## config.mk

```make
export PLATFORM = sky130hd
export DESIGN_NAME = mu_regbank_arbiter
export DESIGN_NICKNAME = d
export VERILOG_FILES = /design/src/rtl/mu_regbank_arbiter.sv
export SDC_FILE = /design/constraint.sdc
export NUM_CORES = 1
export LEC_CHECK = 0
export ABC_AREA = 1
export CAP_MARGIN = 25
export CORE_MARGIN = 2
export CORE_UTILIZATION = 46
export CTS_CLUSTER_SIZE = 12
export DETAILED_ROUTE_END_ITERATION = 16
export PLACE_DENSITY = 0.8
export SYNTH_ARGS = -nofsm -noshare
export SYNTH_HDL_FRONTEND = slang
export SYNTH_SLANG_ARGS = --single-unit
export TNS_END_PERCENT = 20
```

## constraint.sdc

```tcl
create_clock -name clk -period 5.2 [get_ports clk]
set_input_delay 1.04 -clock clk [delete_from_list [all_inputs] [get_ports clk]]
set_output_delay 1.04 -clock clk [all_outputs]
set_load 0.02 [all_outputs]
```

## src/rtl/mu_regbank_arbiter.sv

```systemverilog
// Round-robin write arbiter in front of a bank of 2**AW flip-flop registers with a combinational read port.
// Define MU_ARB_LOCK_EN to let the owner hold the grant for bursts of up to MAX_BURST writes.
//
// state | meaning
// IDLE  | no owner; choose the next requester from ptr upward
// GRANT | owner's write port is live; write happens if its req is still high
module mu_regbank_arbiter #(
    parameter int NREQ      = 4,
    parameter int DW        = 8,
    parameter int AW        = 3,
    parameter int MAX_BURST = 4
) (
    input  logic               clk,
    input  logic               reset,
    input  logic [NREQ-1:0]    req,
    input  logic [NREQ-1:0]    lock,
    input  logic [NREQ*AW-1:0] waddr,
    input  logic [NREQ*DW-1:0] wdata,
    output logic [NREQ-1:0]    gnt,
    output logic               busy,
    input  logic [AW-1:0]      raddr,
    output logic [DW-1:0]      rdata
);

    localparam int IW   = $clog2(NREQ);
    localparam int NREG = 2**AW;

    typedef enum logic {IDLE, GRANT} state_t;

    state_t          state, state_nxt;
    logic [IW-1:0]   ptr, ptr_nxt;
    logic [IW-1:0]   owner, owner_nxt;
    logic [IW-1:0]   winner;
    logic            any_req;
    logic [NREQ-1:0] gnt_nxt;
    logic            hold;
    logic            wr_en;
    logic [AW-1:0]   wr_addr;
    logic [DW-1:0]   wr_data;
    logic [DW-1:0]   bank [NREG];

    function automatic logic [IW-1:0] wrap_idx(input logic [IW-1:0] base, input int offs);
        int s;
        s = int'(base) + offs;
        if (s >= NREQ) s = s - NREQ;
        return IW'(s);
    endfunction

`ifdef MU_ARB_LOCK_EN
    localparam int BW = $clog2(MAX_BURST + 1);
    logic [BW-1:0] burst_cnt, burst_nxt;

    // burst_cnt counts writes already done in this grant beyond the first
    assign hold = req[owner] && lock[owner] && (burst_cnt < BW'(MAX_BURST - 1));
`else
    logic unused_lock;
    assign unused_lock = ^lock;
    assign hold        = 1'b0;
`endif

    always_comb begin
        any_req = 1'b0;
        winner  = '0;
        for (int i = 0; i < NREQ; i++) begin
            if (!any_req && req[wrap_idx(ptr, i)]) begin
                any_req = 1'b1;
                winner  = wrap_idx(ptr, i);
            end
        end
    end

    assign wr_en   = (state == GRANT) && req[owner];
    assign wr_addr = waddr[int'(owner)*AW +: AW];
    assign wr_data = wdata[int'(owner)*DW +: DW];

    always_comb begin
        state_nxt = state;
        gnt_nxt   = gnt;
        ptr_nxt   = ptr;
        owner_nxt = owner;
`ifdef MU_ARB_LOCK_EN
        burst_nxt = burst_cnt;
`endif
        case (state)
            IDLE: begin
                if (any_req) begin
                    state_nxt = GRANT;
                    gnt_nxt   = NREQ'(1) << winner;
                    owner_nxt = winner;
`ifdef MU_ARB_LOCK_EN
                    burst_nxt = '0;
`endif
                end else begin
                    gnt_nxt = '0;
                end
            end
            GRANT: begin
                if (hold) begin
`ifdef MU_ARB_LOCK_EN
                    burst_nxt = burst_cnt + 1'b1;
`endif
                end else begin
                    state_nxt = IDLE;
                    gnt_nxt   = '0;
                    ptr_nxt   = wrap_idx(owner, 1);
                end
            end
        endcase
    end

    always_ff @(posedge clk) begin
        if (reset) begin
            state <= IDLE;
            gnt   <= '0;
            busy  <= 1'b0;
            ptr   <= '0;
            owner <= '0;
`ifdef MU_ARB_LOCK_EN
            burst_cnt <= '0;
`endif
            for (int i = 0; i < NREG; i++) bank[i] <= '0;
        end else begin
            state <= state_nxt;
            gnt   <= gnt_nxt;
            busy  <= (state_nxt == GRANT);
            ptr   <= ptr_nxt;
            owner <= owner_nxt;
`ifdef MU_ARB_LOCK_EN
            burst_cnt <= burst_nxt;
`endif
            if (wr_en) bank[wr_addr] <= wr_data;
        end
    end

    assign rdata = bank[raddr];

endmodule

```

Word level (Yosys, flattened, before mapping)

Memories as Yosys holds them, arrays and structs flattened.
Cells that the tools add are included.

Register bits after elaboration: 9
RAM bits: 64
Output and inout port bits: 13
Logic and storage cells: 73
Memories kept: 1

Add/sub/neg operators: 9
Multipliers: 1
Order comparisons: 10
Shift-type cells: 3
Mux-type cells: 35
Bitwise operators: 1
Reductions and logical operators: 9

Memories:

| memory | words | width | rd ports | clocked after Yosys merged registers in | wr ports | line | source |
|---|---|---|---|---|---|---|---|
| bank   | 8     | 8     | 1        | 0                                       | 8        | 40   | `logic [DW-1:0] bank [NREG];` |

Operators by type and width:

| cell                  | number |
|---|---|
| $shiftx A32 B6 Y8     | 1 |
| $mux W2               | 9 |
| $mux W1               | 16 |
| $lt A2 B3 Y1 const B  | 5 |
| $ge A3 B3 Y1 const B  | 4 |
| $shiftx A12 B5 Y3     | 1 |
| $bmux W1 S2           | 5 |
| $sub A2 B1 Y2 const B | 5 |
| $mux W8               | 1 |
| $pmux W4 S2           | 1 |
| $reduce_or A8 Y1      | 1 |
| $add A2 B1 Y3 const B | 2 |
| $add A2 B2 Y3 const B | 2 |
| $logic_and A1 B1 Y1   | 4 |
| $mul A2 B2 Y4 const B | 1 |
| $mux W4               | 1 |
| $shl A1 B2 Y4 const A | 1 |
| $ge A2 B3 Y1 const B  | 1 |
| $logic_not A1 Y1      | 3 |
| $mux W3               | 1 |
| $pmux W1 S2           | 1 |
| $reduce_and A2 Y1     | 1 |
| $not A1 Y1            | 1 |

Logic depth before layout (Yosys ltp)

Depth after elaboration: 17
Mapped depth: 11
Mapped depth without buffers: 11

Worst setup path after synthesis

OpenSTA, ideal clock, no wires.

Path kind: in2out
From: input port raddr[0]
To: output port rdata[1]
Data arrival time: 1904 ps
Data required time: 4160 ps
Path slack: 2256 ps
Stages: 6
Cells stage by stage: inv_1 clkbuf_1 nor2_1 o32ai_1 nand2_1 nand2_1

Word-level cells in the longest chain between the ends: 1

RTL lines:

| what            | line | source |
|---|---|---|
| start, declared | 21   | `input logic [AW-1:0] raddr,` |
| $mem_v2 Z8 W8   | -    |  |
| end, declared   | 22   | `output logic [DW-1:0] rdata` |

No other way between the ends.

Worst setup path after layout

From: input port raddr[0]
To: output port rdata[3]

The elaborated chain is that of the path after synthesis.

==> flow_summary.ini <==
[critical_path]
r2r_start = owner[0]
critPathKind = input port to primary output
reg2reg_to = bank[1][4]
slowest_delay_ns = 0.69
startpoint_type = input port
crit_chain = clkdlybuf4s50_1 > inv_1 > buf_4 > nor2_1 > o32ai_1 > nand2_1 > nand2_1 > clkdlybuf4s50_1
worstPathArrival_ns = 3.39
reg2reg_depth = 6
critPathMaxFanout = 32
worstPathRequired_ns = 4.16
cp_slowest_cell = clkdlybuf4s50_1
crit_path_end_kind = primary output
rrSetupSlack_ns = 2.23

[sta]
post-route-min-period_ns = 4.43
finClkSkew_ns = 0.00799
hold_violations = 0
rsz0062_at_grt = no
setup_violations = 0
maxSlewViolCount = 0
worst_pin_slew_ns = 1.01
max_freq_ghz = 0.226
final.setup.tns_ns = 0
period_share_pct = 85.3
max_slew_margin_pct = 32.9

[die]
die_area_um2 = 9070
start_util_pct = 47.1
num_rows = 33
die_h_um = 95.2
ioPinCount = 70
core_um2 = 8130
die_x_um = 95.2

[logic_synthesis]
syn_avg_cell_area_um2 = 8.66
yosysTopAreaCell = edfxtp_1
yosysSeqAreaShare_pct = 54.9
syn_area_um2 = 3830
synth_nets = 499
yosysMostFrequentCell = nor2_1
ys.flop_type = edfxtp_1
synthTopCellsByArea = edfxtp_1 (50%), nor2_1 (12%), nand2_1 (11%)
synthTopCellsByCount = nor2_1 (125), nand2_1 (111), edfxtp_1 (64)
synth_cells = 442
synth_top_area_share_pct = 50.2
yosys_register_bits = 73
yosysUniqueCellTypes = 27
yosys_warnings = 0
synthArstFlopShare_pct = 0
synth_enable_flop_cells = 64

[clock_network]
ctsHoldBuffers = 0
clkSinkCount = 73
cts_root_buf = clkbuf_8
cts_setup_buffers = 0
path_clk_slew_ns = 0.08
htreeDepth = 3
clkLatencyLatePin_ns = 0.35
numCtsBuffers = 9
cts_resized = 0
clockBufferDepth = 2
cts_tree = built

[pwr]
p_per_area_nw_per_um2 = 351
irDropWorstVdd_uv = 157
p_leak_uw = 0.00199

[global_routing]
grt_util_met2_pct = 33.9
grt_util_met1_pct = 25.7
grt_pass1_wl_mm = 14.0
grt_usage_pct = 20.4
busiest_layer = met2
grt_max_degree = 33
use_met3_pct = 4.66
overflow = 0
grt_pass1_vias = 3098
antenna_found_initial = 0

[hold_path]
holdPathStages = 1
hp-start = state
min_to = ptr[0]
hp-class = flop to flop

[cells_and_area]
syn_to_final_growth_pct = 23.6
fin_nets = 557
fin_util_pct = 58.2
antenna_cells = 0
drive_gt1_share_pct = 8.12

[routing]
drtPass1Iterations = 5
drc = 0
vias_per_cell = 5.41
totalWireLength_mm = 8.57
vias = 3299
routedWlPerCell_um = 14.0
drt_iter0_drc = 320
drtAntennaViolNets = 0

[flow_run]
cap_violations = 0

[placement]
port_buffers = 65
dp_hpwl_mm = 6.38
place_congestion = 0.872

[status]
status = finished, final reports clean
-- kinds of logic (layout without fill, tap and decap cells) --
kind of cell	count (synthesis)	in the layout	share of synthesized area, %
flip-flops	73	73	54.9
buffers and inverters	40	103	5.16
XOR/XNOR	1	1	0.229
AO/OA/AOI/OAI	63	63	11.5
AND/OR/NAND/NOR	265	265	28.2
-- state kept, by name, summed over array words and instances (netlist names) --
register,flops
bank,64
owner,2
ptr,2
state,1
gnt,4
-- metal layers --
| layer | vias up | routed length, um |
|---|---|---|
| met3 | 21 | 538 |
| met4 | 0 | 204 |
| met1 | 1538 | 3740 |
| met2 | 128 | 4090 |
| met5 | - | 0 |
| li1 | 1612 | - |
-- placed cells by master (no fill, tap or decap), drive strengths merged --
master	synthesis	layout
a32o	8	8
nand4	3	3
edfxtp	64	64
nor2	127	127
xor2	1	1
o32ai	16	16
a21oi	14	14
a21boi	1	1
nand3	14	14
clkinvlp	0	1
dfxtp	9	9
bufinv	0	2
clkinv	0	2
inv	19	21
o21ai	23	23
nor2b	1	1
clkdlybuf4s50	0	65
buf	9	3
o22ai	1	1
clkbuf	12	9
nand2	120	120
-- through the flow --
| step | instances | instance area, um2 | total power, uW | hold WS, ns | setup slack [ns] |
|---|---|---|---|---|---|
| floorplan | 442 | 3830 | 1050 | 0.558 | 2.26 |
| CTS | 610 | 4730 | 1660 | 0.550 | 0.757 |
| global placement | 594 | 4510 | 1170 | 0.521 | 0.783 |
| finish | 610 | 4730 | 1660 | 0.557 | 0.766 |
| global route | 610 | 4730 | 1750 | 0.564 | 0.528 |
| detailed placement | 594 | 4510 | 1180 | 0.530 | 0.774 |
-- how the worst max path moves through the flow --
stage,startpoint,to
after floorplan,raddr[0],rdata[1]
after global placement,raddr[0],rdata[3]
after detailed placement,raddr[0],rdata[3]
after CTS,raddr[0],rdata[3]
after global routing,raddr[0],rdata[3]
final,raddr[0],rdata[3]
-- power by group --
part,internal (uW),switching (uW)
logic,159,286
registers,681,40.7
clock network,275,221
total,1120,548
-- critical path: cells and delay by family --
family | cells | cell delay (ns)
AND/OR/NAND/NOR | 3 | 0.27
buffers and inverters | 4 | 1.76
AO/OA/AOI/OAI | 1 | 0.32
-- layout make-up --
class                           count  area [um2]
Fill cell                         688        3400
Clock inverter                      7         103
Clock buffer                        9         124
Timing Repair Buffer               68         673
Inverter                           19        71.3
Multi-Input combinational cell    329        1530
Sequential cell                    73        2100
Tap cell                          105         131
No activity file was read; power rests on OpenSTA's default activity.
